`src/rtl/cube_pkg.sv`:
```
// cube_pkg: shared types and constants for the rotating-cube frame sequencer.
// Holds the sequencer state enum, the 12-entry cube edge table and the
// angle-advance helper. No ports.
package cube_pkg;

  localparam int NUM_EDGES = 12;
  localparam int NUM_VERTS = 8;

  typedef enum logic [2:0] {
    IDLE,
    ROTATE,
    CLEAR,
    DRAW_REQ,
    DRAW_WAIT,
    SWAP
  } seq_state_t;

  // Vertex index encodes the corner: bit0 = x, bit1 = y, bit2 = z.
  // Each entry is {v0, v1}; written in octal so each digit is one vertex.
  // Order: four X-direction edges, four Y-direction edges, four Z-direction edges.
  localparam logic [5:0] CUBE_EDGES [NUM_EDGES] = '{
    6'o01, 6'o23, 6'o45, 6'o67,
    6'o02, 6'o13, 6'o46, 6'o57,
    6'o04, 6'o15, 6'o26, 6'o37
  };

  function automatic logic [2:0] edge_start(input logic [3:0] idx);
    logic [5:0] e;
    e = CUBE_EDGES[idx];
    return e[5:3];
  endfunction

  function automatic logic [2:0] edge_end(input logic [3:0] idx);
    logic [5:0] e;
    e = CUBE_EDGES[idx];
    return e[2:0];
  endfunction

  // step < steps, so a single conditional subtract is enough to wrap.
  function automatic logic [8:0] theta_advance(input logic [8:0] theta,
                                               input int step,
                                               input int steps);
    int sum;
    sum = int'(theta) + step;
    if (sum >= steps) sum = sum - steps;
    return 9'(sum);
  endfunction

endpackage

```
`src/rtl/cube_frame_sequencer_fb_clear_scanner.sv`:
```
// fb_clear_scanner: (SIZE+1)x(SIZE+1) raster counter, x fastest, used to sweep
// the back buffer during a clear. Ports: clk, rst, start (sync restart at 0,0),
// en (advance one pixel), x/y (current address), last (address is SIZE,SIZE).
module fb_clear_scanner #(
  parameter int SIZE = 120
) (
  input  logic       clk,
  input  logic       rst,
  input  logic       start,
  input  logic       en,
  output logic [8:0] x,
  output logic [8:0] y,
  output logic       last
);

  localparam logic [8:0] MAX = 9'(SIZE);

  assign last = (x == MAX) && (y == MAX);

  // Wrapping back to (0,0) after the last pixel leaves the scanner ready for
  // the next frame even without a start pulse.
  always_ff @(posedge clk or posedge rst) begin
    if (rst) begin
      x <= '0;
      y <= '0;
    end else if (start) begin
      x <= '0;
      y <= '0;
    end else if (en) begin
      if (x == MAX) begin
        x <= '0;
        y <= last ? 9'd0 : y + 9'd1;
      end else begin
        x <= x + 9'd1;
      end
    end
  end

endmodule

```
`src/rtl/cube_frame_sequencer.sv`:
```
// cube_frame_sequencer: per-frame scheduler -- rotate vertices, clear back buffer,
// draw 12 cube edges, swap buffers and advance the angle.
// Ports: frame_start/rot_en in; rot_start/rot_done and theta_idx to rotation block;
// fb_we/fb_x/fb_y clear port; line_req/line_ack/edge_v0/edge_v1/line_done to line engine;
// buf_sel, busy, frame_ready, overrun status.
module cube_frame_sequencer
  import cube_pkg::*;
#(
  parameter int SIZE        = 120,
  parameter int ANGLE_STEPS = 360,
  parameter int THETA_STEP  = 1,
  parameter int FRAME_DIV   = 1
) (
  input  logic       clk,
  input  logic       rst,
  input  logic       frame_start,
  input  logic       rot_en,
  output logic       rot_start,
  input  logic       rot_done,
  output logic [8:0] theta_idx,
  output logic       fb_we,
  output logic [8:0] fb_x,
  output logic [8:0] fb_y,
  output logic       line_req,
  input  logic       line_ack,
  output logic [2:0] edge_v0,
  output logic [2:0] edge_v1,
  input  logic       line_done,
  output logic       buf_sel,
  output logic       busy,
  output logic       frame_ready,
  output logic       overrun
);

  localparam int         DIV_W     = $clog2(FRAME_DIV + 1);
  localparam logic [3:0] LAST_EDGE = 4'(NUM_EDGES - 1);

  seq_state_t       state;
  logic [3:0]       edge_cnt;
  logic [DIV_W-1:0] div_cnt;
  logic             scan_last;

  // Scanner is held at the origin while rotating and advances only in CLEAR,
  // so its registers drive the clear address directly.
  fb_clear_scanner #(.SIZE(SIZE)) u_scan (
    .clk   (clk),
    .rst   (rst),
    .start (state == ROTATE),
    .en    (state == CLEAR),
    .x     (fb_x),
    .y     (fb_y),
    .last  (scan_last)
  );

  always_ff @(posedge clk or posedge rst) begin
    if (rst) begin
      state       <= IDLE;
      rot_start   <= 1'b0;
      theta_idx   <= '0;
      div_cnt     <= '0;
      edge_cnt    <= '0;
      fb_we       <= 1'b0;
      line_req    <= 1'b0;
      edge_v0     <= '0;
      edge_v1     <= '0;
      buf_sel     <= 1'b0;
      busy        <= 1'b0;
      frame_ready <= 1'b0;
      overrun     <= 1'b0;
    end else begin
      rot_start   <= 1'b0;
      frame_ready <= 1'b0;

      if (frame_start && (state != IDLE)) overrun <= 1'b1;

      case (state)
        IDLE: begin
          if (frame_start) begin
            state     <= ROTATE;
            rot_start <= 1'b1;
            busy      <= 1'b1;
          end
        end

        // rot_start is still high in the first ROTATE cycle; a rot_done seen
        // then belongs to the previous rotation and must not be taken.
        ROTATE: begin
          if (rot_done && !rot_start) begin
            state <= CLEAR;
            fb_we <= 1'b1;
          end
        end

        CLEAR: begin
          if (scan_last) begin
            state    <= DRAW_REQ;
            fb_we    <= 1'b0;
            line_req <= 1'b1;
            edge_v0  <= edge_start(edge_cnt);
            edge_v1  <= edge_end(edge_cnt);
          end
        end

        DRAW_REQ: begin
          if (line_ack) begin
            line_req <= 1'b0;
            state    <= DRAW_WAIT;
          end
        end

        // Only reachable one cycle after the ack, so a line_done coincident
        // with the ack was already dropped in DRAW_REQ.
        DRAW_WAIT: begin
          if (line_done) begin
            if (edge_cnt == LAST_EDGE) begin
              state <= SWAP;
            end else begin
              edge_cnt <= edge_cnt + 4'd1;
              edge_v0  <= edge_start(edge_cnt + 4'd1);
              edge_v1  <= edge_end(edge_cnt + 4'd1);
              line_req <= 1'b1;
              state    <= DRAW_REQ;
            end
          end
        end

        SWAP: begin
          buf_sel     <= ~buf_sel;
          frame_ready <= 1'b1;
          edge_cnt    <= '0;
          busy        <= 1'b0;
          state       <= IDLE;
          if (rot_en) begin
            if (div_cnt == DIV_W'(FRAME_DIV - 1)) begin
              div_cnt   <= '0;
              theta_idx <= theta_advance(theta_idx, THETA_STEP, ANGLE_STEPS);
            end else begin
              div_cnt <= div_cnt + DIV_W'(1);
            end
          end
        end

        default: state <= IDLE;
      endcase
    end
  end

endmodule

```
`config.mk`:
```
export PLATFORM = sky130hd
export DESIGN_NAME = cube_frame_sequencer
export DESIGN_NICKNAME = d
export VERILOG_FILES = /design/src/rtl/cube_pkg.sv /design/src/rtl/cube_frame_sequencer_fb_clear_scanner.sv /design/src/rtl/cube_frame_sequencer.sv
export SDC_FILE = /design/constraint.sdc
export NUM_CORES = 1
export LEC_CHECK = 0
export CAP_MARGIN = 20
export CORE_ASPECT_RATIO = 1.25
export CORE_UTILIZATION = 54
export CTS_CLUSTER_SIZE = 28
export DETAILED_ROUTE_END_ITERATION = 16
export PLACE_DENSITY = 0.9
export SLEW_MARGIN = 20
export SYNTH_ARGS = -nofsm -noshare
export SYNTH_HDL_FRONTEND = slang
export SYNTH_HIERARCHICAL = 1
export SYNTH_SLANG_ARGS = --single-unit
```
`constraint.sdc`:
```
create_clock -name clk -period 2.73 [get_ports clk]
set_input_delay 0.546 -clock clk [delete_from_list [all_inputs] [get_ports clk]]
set_output_delay 0.546 -clock clk [all_outputs]
set_load 0.02 [all_outputs]
```
==> impl_metrics.tcl <==
set metrics [dict create \
    fin_cells 450 \
    remaining_drc_errors 0 \
    whs_ns 0.487 \
    clkSinkCount 47 \
    max_stage_delay_ns 0.48 \
    fp.dieW_um 68.6 \
    die_h_um 85.3 \
    cts_tree "done" \
    ant_nets 0 \
    tns_ns 0 \
    slowest_stage "or4b_4" \
    synth_compound_area_share_pct 20.7 \
    place_ws_ns 0.210 \
    syn_nets 363 \
    worstPathCellList "inv_1, ha_1, or4b_4, or2_2, nor2_2, mux2_2, o22ai_1, inv_1, nand2_1, a211oi_2, a21o_1" \
    synth_top_family_by_area "simple AND/OR/NAND/NOR gates" \
    leakage_nw 1.46 \
    fin_worst_skew_ns 0.00819 \
    final_util_pct 69.8 \
    syn_avg_cell_area_um2 8.61 \
    synthTopCellsByCount "dfrtp_1, nand2_1, a21oi_1, o21ai_0, nor2_1" \
    pin_count 47 \
    dieArea_um2 5850 \
    crit_required_ns 2.98 \
    synth_async_sr_flop_share_pct 100 \
    diodes 0 \
    num_vias 2759 \
    cts_buffers 5 \
    grt_max_degree 30 \
    grt_usage_pct 26.5 \
    drt_iter0_markers 185 \
    design_area_um2 3620 \
    powerDensity_nw_per_um2 829 \
    synthSimpleGateAreaFrac_pct 24.1 \
    critPathKind "flip-flop to flip-flop" \
    coreArea_um2 5190 \
    h-tree-depth 2 \
    place_area_um2 3480 \
    port_buffers 46 \
    status "finished clean" \
    timing.final.crit_share_pct 94.0 \
    synth.most_common_cell "dfrtp_1" \
    root_buffer "clkbuf_8" \
    wl_per_cell_um 15.5 \
    grt_pass1_wl_mm 12.0 \
    clkTransAtPathRegs_ns 0.09 \
    netlist_area_um2 3000 \
    fin_ws_ns 0.162 \
    synth-xor-area-share_pct 4.97 \
    critPathMaxFanout 5 \
    nets 402 \
    maxCapViolations 0 \
    rsz0062_at_grt "false" \
    firstDrtPassIters 5 \
    place.gp.congestion 0.915 \
    yosysTopAreaCell "dfrtp_1" \
    min_path_type "flip-flop to flip-flop" \
    dp_hpwl_mm 4.88 \
    tightest_slew_ns 0.687 \
    ys_types 57 \
    placed_cells 442 \
    grt_pass1_vias 2705 \
    synthCells 348 \
    synth.ff_latch_count 47 \
    total_power_mw 3.00 \
    ys.flop_type "dfrtp_1" \
    ir_drop_mv 0.600 \
    crit_path_frequent_cell "inv_1" \
    yosys_warnings 6 \
    hold_viol_final 0 \
    clk_latency_ns 0.30 \
    grt_overflow 0 \
    setup_viol 0 \
    slew_headroom_pct 54.2 \
    start_util_pct 57.7 \
    rows 29 \
    ys_top_cells_by_area "dfrtp_1, nand2_1, a21oi_1" \
    maxSlewViolCount 0 \
    antenna_found_initial 0 \
    synth_top_area_share_pct 39.3 \
    cp-start-kind "flip-flop" \
    synth_edf_count 0 \
    areaGrowthSynthToFinish_pct 21.0 \
    cts.path.max_buffers 2 \
    wirelength_mm 6.95 \
    crit_arrival_ns 2.81 \
    fin_crit_ns 2.57 \
    fmax_mhz 389 \
    ys_seq_area_share_pct 39.3 \
    routed_via_density 6.13 \
    synth_fa_ha_area_share_pct 3.34 \
    drive_gt1_share_pct 8.51 \
    end_kind "flip-flop" \
    muxShareOfSynthArea_pct 1.04 \
]
==> registers in the layout, summed over array words and instances, names as in the netlist <==
register     cells
theta_idx        9
rot_start        1
busy             1
fb_we            1
edge_cnt         4
edge_v1          3
line_req         1
u_scan/x         9
overrun          1
state            3
frame_ready      1
edge_v0          3
u_scan/y         9
buf_sel          1
==> cell type report <==
class,count,area (um2)
inverters,17,63.8
well taps,62,77.6
clock inverters,3,67.6
repair buffers,56,536
clock buffers,5,68.8
fillers,412,1570
flip-flops and latches,47,1180
multi-input cells,260,1630
==> cell usage in the layout (no fill, tap or decap), types with 2 or more instances in the layout <==
cell and count:
o21bai_1 2, or3_4 2, bufinv_16 2, or3_1 4, o211ai_1 5, a31oi_1 6, dfrtp_1 47, a21oi_1 29
ha_1 8, nand2_1 40, xor2_1 9, o31ai_1 4, inv_1 17, a311oi_1 2, nor3_2 2, nand4_1 5
a21o_1 4, mux2i_1 2, nor2b_1 4, o2111ai_1 4, and3_1 7, clkbuf_8 5, a211oi_1 2, buf_4 10
nor3_1 11, or4_1 5, clkdlybuf4s50_1 46, a22o_1 2, o21ai_1 2, nor3b_1 3, nor2_1 21, and2_1 3
o21ai_0 24, xnor2_1 8, nand3_1 17
==> final timing paths <==
path                              from     endpoint  slack [ns]  cells after the start
min in group asynchronous          rst    rot_start        0.63                      3
max reg2reg                u_scan/x[0]     state[0]        0.16                     11
min                            buf_sel      buf_sel        0.49                      1
max in group asynchronous          rst  u_scan/x[8]        1.62                      2
max                        u_scan/x[0]     state[0]        0.16                     11
min reg2reg                    buf_sel      buf_sel        0.49                      1
==> logic make-up after synthesis <==
kind of cell    Yosys count
fa+ha+maj                 8
compound gates           96
flops                    47
xor+xnor                 17
buf+inv                  41
simple gates            136
mux                       3
==> report_power, final <==
| part | internal, mW | switching [mW] | leakage (nW) | total [mW] |
|---|---|---|---|---|
| Sequential | 0.853 | 0.215 | 0.607 | 1.07 |
| Clock | 0.365 | 0.234 | 0.0644 | 0.599 |
| Combinational | 0.571 | 0.767 | 0.787 | 1.34 |
| Total | 1.79 | 1.22 | 1.46 | 3.00 |
==> worst max-delay path, delay by kind of cell, from the launching register on <==
| family | cells | cell delay, ns |
|---|---|---|
| fa+ha+maj | 1 | 0.13 |
| buf+inv | 2 | 0.21 |
| compound gates | 3 | 0.46 |
| simple gates | 4 | 1.11 |
| mux | 1 | 0.17 |
| flops | 1 | 0.44 |
==> repair_timing <==
item / CTS / global route
hold buffers: 0 / 0
endpoints found under the setup margin: 0 / 1
setup buffers: 0 / 0
gates resized for setup: 0 / 2
hold endpoints to repair: 0 / 0
==> per-layer routing <==
metal / share of wire (%) / GRT usage, % / up-vias
met1: 40 / 32.3 / 1322
met2: 53 / 45.0 / 104
met3: 5.4 / 4.84 / 14
met4: 1.9 / 10.6 / 0
li1: - / - / 1319
met5: 0 / 0 / -
Power figures use the tool's default switching activity.
